**config.mk**
```make
export PLATFORM = sky130hd
export DESIGN_NAME = vga_draw_arbiter
export DESIGN_NICKNAME = d
export VERILOG_FILES = /design/src/rtl/vga_draw_pkg.sv /design/src/rtl/vga_draw_arbiter_pick.sv /design/src/rtl/vga_draw_arbiter.sv
export SDC_FILE = /design/constraint.sdc
export NUM_CORES = 1
export LEC_CHECK = 0
export BUFFER_PORTS_ARGS = -buffer_cell sky130_fd_sc_hd__buf_4
export CAP_MARGIN = 15
export CORE_MARGIN = 1.5
export CORE_UTILIZATION = 31
export CTS_BUF_LIST = sky130_fd_sc_hd__clkbuf_8
export CTS_CLUSTER_SIZE = 24
export DETAILED_ROUTE_END_ITERATION = 7
export PLACE_DENSITY = 0.59
export SLEW_MARGIN = 20
export SYNTH_ARGS = -nofsm -noshare
export SYNTH_HDL_FRONTEND = slang
export SYNTH_SLANG_ARGS = --single-unit
```
**constraint.sdc**
```tcl
create_clock -name Clock -period 2 [get_ports Clock]
set_input_delay 0 -clock Clock [delete_from_list [all_inputs] [get_ports Clock]]
set_output_delay 0 -clock Clock [all_outputs]
set_load 0.05 [all_outputs]
```
**src/rtl/vga_draw_pkg.sv**
```systemverilog
`default_nettype none
// ============================================================================
//  Module      : vga_draw_pkg
//  Description : Shared constants for the VGA drawing arbiter: screen size,
//                default field widths, arbiter state encoding and the
//                requester index of each drawing engine.
//  Revision    : 1.0  initial release
// ============================================================================
package vga_draw_pkg;

  // Screen geometry
  localparam int SCREEN_W = 160;
  localparam int SCREEN_H = 120;

  // Default field widths
  localparam int X_W_DEF   = 8;
  localparam int Y_W_DEF   = 7;
  localparam int COL_W_DEF = 3;

  // Arbiter state encoding
  localparam int          STATE_W = 2;
  localparam logic [1:0]  IDLE    = 2'd0;
  localparam logic [1:0]  ARB     = 2'd1;
  localparam logic [1:0]  BUSY    = 2'd2;
  localparam logic [1:0]  RELEASE = 2'd3;

  // Requester indices (0 = highest fixed priority)
  localparam int REQ_BACKGROUND = 0;
  localparam int REQ_CAR        = 1;
  localparam int REQ_NEW_SCENE  = 2;
  localparam int REQ_WIN        = 3;

endpackage : vga_draw_pkg
`default_nettype wire

```
**src/rtl/vga_draw_arbiter_pick.sv**
```systemverilog
`default_nettype none
// ============================================================================
//  Module      : draw_arb_pick
//  Description : Combinational one-hot winner select. The search starts at the
//                requester just after i_ptr and wraps modulo NUM_REQ; feeding
//                i_ptr = NUM_REQ-1 gives plain lowest-index-wins priority.
//  Revision    : 1.0  initial release
// ============================================================================
module draw_arb_pick
  import vga_draw_pkg::*;
#(
  parameter int NUM_REQ = 4,
  parameter int PTR_W   = 2
) (
  input  logic [NUM_REQ-1:0] i_req,
  input  logic [PTR_W-1:0]   i_ptr,
  output logic [NUM_REQ-1:0] o_gnt
);

  // Rotating scan: first set request after the pointer wins
  always_comb begin
    int   idx;
    logic found;
    o_gnt = '0;
    found = 1'b0;
    idx   = 0;
    for (int k = 0; k < NUM_REQ; k++) begin
      idx = (int'(i_ptr) + 1 + k) % NUM_REQ;
      if (!found && i_req[idx[PTR_W-1:0]]) begin
        o_gnt[idx[PTR_W-1:0]] = 1'b1;
        found = 1'b1;
      end
    end
  end

endmodule : draw_arb_pick
`default_nettype wire

```
**src/rtl/vga_draw_arbiter.sv**
```systemverilog
`default_nettype none
// ============================================================================
//  Module      : vga_draw_arbiter
//  Description : Whole-job arbiter sharing the VGA adapter pixel-write port
//                among NUM_REQ drawing engines, with a per-job watchdog that
//                reclaims the port from a hung engine.
//                Optional macro DRAW_ARB_RR_EN selects round-robin arbitration
//                (default build: fixed priority, requester 0 highest).
//  Revision    : 1.0  initial release
// ============================================================================
module vga_draw_arbiter
  import vga_draw_pkg::*;
#(
  parameter int NUM_REQ        = 4,
  parameter int X_W            = X_W_DEF,
  parameter int Y_W            = Y_W_DEF,
  parameter int COL_W          = COL_W_DEF,
  parameter int MAX_JOB_CYCLES = 19200
) (
  input  logic                     Clock,
  input  logic                     resetn,
  input  logic [NUM_REQ-1:0]       req_i,
  input  logic [NUM_REQ-1:0]       done_i,
  input  logic [NUM_REQ-1:0]       plot_i,
  input  logic [NUM_REQ*X_W-1:0]   x_i,
  input  logic [NUM_REQ*Y_W-1:0]   y_i,
  input  logic [NUM_REQ*COL_W-1:0] colour_i,
  output logic [NUM_REQ-1:0]       gnt_o,
  output logic [X_W-1:0]           x_o,
  output logic [Y_W-1:0]           y_o,
  output logic [COL_W-1:0]         colour_o,
  output logic                     plot_o,
  output logic                     busy_o,
  output logic                     timeout_o,
  output logic                     timeout_sticky_o
);

  localparam int PTR_W = (NUM_REQ > 1) ? $clog2(NUM_REQ) : 1;
  localparam int WD_W  = $clog2(MAX_JOB_CYCLES);
  localparam logic [WD_W-1:0] c_wd_limit = WD_W'(MAX_JOB_CYCLES - 1);

  logic [STATE_W-1:0] r_state;
  logic [WD_W-1:0]    r_wd;
  logic [NUM_REQ-1:0] w_pick;
  logic [PTR_W-1:0]   w_ptr;
  logic [X_W-1:0]     w_sel_x;
  logic [Y_W-1:0]     w_sel_y;
  logic [COL_W-1:0]   w_sel_col;
  logic               w_sel_plot;
  logic               w_sel_done;
  logic               w_sel_req;

`ifdef DRAW_ARB_RR_EN
  logic [PTR_W-1:0]   r_last_ptr;
  logic [PTR_W-1:0]   w_gnt_idx;

  // Binary index of the current owner, recorded as last winner on release
  always_comb begin
    w_gnt_idx = '0;
    for (int k = 0; k < NUM_REQ; k++) begin
      if (gnt_o[k]) w_gnt_idx = PTR_W'(k);
    end
  end

  assign w_ptr = r_last_ptr;
`else
  assign w_ptr = PTR_W'(NUM_REQ - 1);
`endif

  draw_arb_pick #(
    .NUM_REQ (NUM_REQ),
    .PTR_W   (PTR_W)
  ) u_pick (
    .i_req (req_i),
    .i_ptr (w_ptr),
    .o_gnt (w_pick)
  );

  // AND-OR mux of the owner's signals; non-owners contribute nothing
  always_comb begin
    w_sel_x    = '0;
    w_sel_y    = '0;
    w_sel_col  = '0;
    w_sel_plot = 1'b0;
    w_sel_done = 1'b0;
    w_sel_req  = 1'b0;
    for (int k = 0; k < NUM_REQ; k++) begin
      w_sel_x    = w_sel_x   | (x_i[k*X_W +: X_W]           & {X_W{gnt_o[k]}});
      w_sel_y    = w_sel_y   | (y_i[k*Y_W +: Y_W]           & {Y_W{gnt_o[k]}});
      w_sel_col  = w_sel_col | (colour_i[k*COL_W +: COL_W]  & {COL_W{gnt_o[k]}});
      w_sel_plot = w_sel_plot | (plot_i[k] & gnt_o[k]);
      w_sel_done = w_sel_done | (done_i[k] & gnt_o[k]);
      w_sel_req  = w_sel_req  | (req_i[k]  & gnt_o[k]);
    end
  end

  // Arbiter state machine, watchdog and registered VGA outputs
  always_ff @(posedge Clock) begin
    if (!resetn) begin
      r_state          <= IDLE;
      r_wd             <= '0;
      gnt_o            <= '0;
      x_o              <= '0;
      y_o              <= '0;
      colour_o         <= '0;
      plot_o           <= 1'b0;
      busy_o           <= 1'b0;
      timeout_o        <= 1'b0;
      timeout_sticky_o <= 1'b0;
`ifdef DRAW_ARB_RR_EN
      r_last_ptr       <= PTR_W'(NUM_REQ - 1);
`endif
    end else begin
      timeout_o <= 1'b0;
      plot_o    <= 1'b0;
      case (r_state)
        IDLE: begin
          if (|req_i) begin
            r_state <= ARB;
            busy_o  <= 1'b1;
          end
        end

        ARB: begin
          if (|req_i) begin
            gnt_o   <= w_pick;
            r_wd    <= '0;
            r_state <= BUSY;
          end else begin
            r_state <= IDLE;
            busy_o  <= 1'b0;
          end
        end

        BUSY: begin
          // Owner's pixel is registered every busy cycle, including the last
          x_o      <= w_sel_x;
          y_o      <= w_sel_y;
          colour_o <= w_sel_col;
          plot_o   <= w_sel_plot;
          if (r_wd != '1) r_wd <= r_wd + 1'b1;
          // Done takes precedence over abort and watchdog expiry
          if (w_sel_done || !w_sel_req || (r_wd == c_wd_limit)) begin
            r_state <= RELEASE;
            gnt_o   <= '0;
`ifdef DRAW_ARB_RR_EN
            r_last_ptr <= w_gnt_idx;
`endif
            if (!w_sel_done && w_sel_req) begin
              timeout_o        <= 1'b1;
              timeout_sticky_o <= 1'b1;
            end
          end
        end

        RELEASE: begin
          if (|req_i) begin
            r_state <= ARB;
          end else begin
            r_state <= IDLE;
            busy_o  <= 1'b0;
          end
        end

        default: begin
          r_state <= IDLE;
          gnt_o   <= '0;
          busy_o  <= 1'b0;
        end
      endcase
    end
  end

endmodule : vga_draw_arbiter
`default_nettype wire

```
==> flow_results.org <==
** GRT
- GRT Overall Usage :: 17.9%
- The first global-routing pass estimated 12.1 mm of wire.
- Overflow left after global routing :: 0
- Maximum number of pins on one net before global-route repair :: 63
- The number of antenna violations at the first check in global routing was 0.
- The via count of the first global-routing pass is 2,512.

** STA
- Min cycle time layout :: 1.90 ns
- Setup ws final :: 0.102 ns
- Worst-Margin Slew :: 0.425 ns
- Worst hold margin :: 0.00726 ns
- The final max-slew violation count came to 0.
- The worst pin sits at a relative slew slack of 71.7%.
- Setup repair after global routing could not meet its margin everywhere.
- The hold violation total from the final report was 0.
- Highest attainable clock frequency :: 527 MHz
- Summed over all failing endpoints, the final setup total negative slack is 0 ns.
- The final critical path takes up 94.9% of the cycle.
- Clock tree skew after final layout :: 0.00521 ns
- Setup violations remaining at the end of the flow were counted as 0.

** Min path
- Start point of the worst min-delay path :: y_i[27]
- Endpoint of the worst hold path :: y_o[6]
- The worst hold path passes through 3 cells.
- The worst hold path belongs to the class input pin to flip-flop.

** Logic synthesis
- Sequential area share after synthesis :: 36.3%
- Cells taking the most area after synthesis :: sky130_fd_sc_hd__dfxtp_1, sky130_fd_sc_hd__a22oi_1, sky130_fd_sc_hd__a31oi_1
- Dominant cell type by area after synthesis :: sky130_fd_sc_hd__dfxtp_1
- The average instance in the mapped netlist occupies 8.76 µm².
- Synthesis produced a netlist whose cell count is 271.
- In this run the cell area of the synthesized design comes to 0.00237 mm².
- During synthesis, Yosys emitted a total of 0 warnings.
- Number of enable flip-flop cells after synthesis :: 0
- Syn nets :: 363
- Counting distinct cell types in the post-synthesis netlist gives 47.
- In the synthesized netlist the dominant register cell turns out to be sky130_fd_sc_hd__dfxtp_1.
- The top cell type by area accounts for 36.3% of the synthesized area.
- Flip-flop and latch count after synthesis :: 43
- Share of flip-flops with an asynchronous set or reset :: 0%

** Layout
- Counting the fill cells in the layout gives 698.
- The post-route netlist has 37.7% of its cells at a drive strength greater than 1.
- Register cell area after layout :: 862 µm²
- Layout overhead on the synthesized area :: 49.2%
- Finished Core Util :: 48.3%
- # nets final :: 478
- Area of all placed cells without fillers :: 0.00354 mm²
- Final cell count without fillers :: 486
- The repair_antennas step left the layout with diodes totalling 0.
- In the final layout, the multi-input gates occupy 0.00141 mm².

** Placement
- After detailed placement, the design holds a cell count of 473.
- HPWL Detailed :: 5.46 mm
- The congestion estimate from routability-driven global placement came to 0.762.
- Summing all placed instances gives a cell area of 0.00336 mm².
- In this run the tool buffered the top-level ports with 111 buffer cells.
- Post-placement worst setup slack :: 0.0606 ns

** Route
- Summed over all layers, the routed wires come to 7.83 mm.
- Drt initial violations :: 110
- Count of nets left with antenna violations after detail routing :: 0
- Routed signal wires occupy layers up through met4.
- Vias :: 2,678
- Initial DRT Pass Iterations :: 4
- Routed wirelength normalized by instance count :: 16.1 µm
- Via count normalized by instance count :: 5.51
- DRC :: 0
- Summed over all nets, wire length on met2 after detailed routing comes to 3.83 mm.
- Wire segments on met3 add up to 574 µm in the final route.
- Detailed-routing wirelength on met1 :: 3.38 mm

** Clocking
- TritonCTS Sinks :: 43
- The H-tree was split into 2 levels.
- The root buffer cell chosen for the clock tree is sky130_fd_sc_hd__clkbuf_8.
- The number of setup buffers added after CTS is 0.
- At the later pin of the worst-skew pair, clock insertion delay measures 0.30 ns.
- Counting the buffers created by CTS gives 5.
- TritonCTS clock tree :: built
- Clock slew at the register clock pins of the worst setup and hold paths :: 0.08 ns
- The clock passes through at most 2 buffers.

** Job
- Max Cap Viol :: 0

** Worst setup path
- The slowest stage of the critical path belongs to the cell sky130_fd_sc_hd__dlygate4sd3_1.
- Count of cell instances traversed by the critical path :: 7
- CP Capture Type :: flip-flop
- Data arrival time of the worst path :: 2.14 ns
- The signal on the critical path passes through buf_4 -> ha_2 -> buf_12 -> nand2_1 -> buf_4 -> a21oi_1 -> dlygate4sd3_1.
- Broken down by cell family, the worst path's largest delay share belongs to buffers and inverters.
- Cell mode on critical path :: sky130_fd_sc_hd__buf_4
- CP Data Required Time :: 2.24 ns
- Crit-path max FO :: 31
- Measured in cells, the most critical reg-to-reg path has a length of 7.
- Counting both buffers and inverters, the worst setup path holds a total of 4.
- Biggest cell delay along the critical path :: 0.55 ns
- The worst setup path is of the flip-flop to flip-flop kind.
- FF-to-FF setup slack :: 0.10 ns
- The endpoint identified for the worst register-to-register timing path is plot_o.
- The worst setup path is launched from a flip-flop.

** Run status
- The run finished with clean final reports.

** Power
- IR drop worst, VDD :: 0.315 mV
- Power density of the placed cells :: 791 mW/mm²
- Overall power consumption :: 2.80 mW
- For this design the static power due to leakage is 1.46 nW.

** Floorplan
- Count of standard-cell rows :: 31
- Die Wd :: 90.5 µm
- The die covers 0.00819 mm².
- The core region is 0.00733 mm².
- From bottom edge to top edge, the die measures 90.5 µm.
- During I/O placement, the number of pins put on the boundary was 112.
- For this configuration, the core starts out at a cell density of 32.4%.
worst reg2reg max path: stages, from the launching register on:
cell and delay [ns]:
sky130_fd_sc_hd__dfxtp_1 0.33, sky130_fd_sc_hd__buf_4 0.13, sky130_fd_sc_hd__ha_2 0.25, sky130_fd_sc_hd__buf_12 0.20, sky130_fd_sc_hd__nand2_1 0.09, sky130_fd_sc_hd__buf_4 0.17, sky130_fd_sc_hd__a21oi_1 0.11, sky130_fd_sc_hd__dlygate4sd3_1 0.55
cell usage in the layout, fill, tap and decap left out, types with 6 or more instances in the layout:
cell                       count
sky130_fd_sc_hd__a31oi_1      19
sky130_fd_sc_hd__dfxtp_1      42
sky130_fd_sc_hd__clkbuf_8      7
sky130_fd_sc_hd__nand3b_1      6
sky130_fd_sc_hd__nand3_1      17
sky130_fd_sc_hd__a22oi_1      40
sky130_fd_sc_hd__buf_4       124
sky130_fd_sc_hd__o21ai_0      20
sky130_fd_sc_hd__nand2_1      16
cells in the mapped netlist (all sizes together) (4+ instances only):
cell / count
nor4: 6
nand3: 19
nand4: 5
nand2: 16
a21o: 5
ha: 6
a22oi: 40
clkbuf: 16
a22o: 5
a31oi: 19
dfxtp: 43
nand4b: 5
buf: 7
o21ai: 23
a21boi: 4
nand3b: 6
nor2: 5
where the power goes:
group	leakage (nW)	switching (mW)	internal (mW)
logic	1.05	0.705	0.494
registers	0.349	0.0583	0.935
clock network	0.0557	0.299	0.310
total	1.46	1.06	1.74
layer usage:
metal  vias up  GRT usage [%]
li1       1304              -
met1      1276           21.5
met2        94           30.8
met3         4           6.06
met4         0           3.57
met5         -              0
sequential cells by signal, indices dropped and copies added (netlist names), 3 cells and up, named ones only:
signal    flops
y_o           7
r_wd         15
colour_o      3
gnt_o         4
x_o           8
what timing repair did:
item                       4_1_cts  5_1_grt
resized for setup                0        4
hold buffers                     4        0
hold endpoints to repair         3        0
setup endpoints to repair        0       11
cells by family after synthesis:
logic type / after synthesis / synth area share (%)
AO/OA/AOI/OAI: 114 / 34.5
adder cells (fa/ha/maj): 6 / 3.16
buffers and inverters: 26 / 5.17
flip-flops: 43 / 36.3
multiplexers: 3 / 1.27
AND/OR/NAND/NOR: 79 / 19.7
worst max path at each step:
stage / startpoint / endpoint / slack (ns)
floorplan: r_wd[0] / r_wd[4] / 0.21
global placement: r_state[0] / r_wd[7] / 0.12
detailed placement: r_state[0] / r_wd[0] / 0.06
CTS: r_state[0] / r_wd[7] / 0.04
global route: flip-flop / plot_o / -0.005
finish: flip-flop / plot_o / 0.10
area by class of cell:
class	count	share of cell area [%]
multi-input combinational	202	39.8
timing repair buffer	131	29.2
sequential	43	24.3
tap	99	3.50
clock buffer	7	2.72
inverter	3	0.318
clock inverter	1	0.106
(Power assumes the default switching activity.)
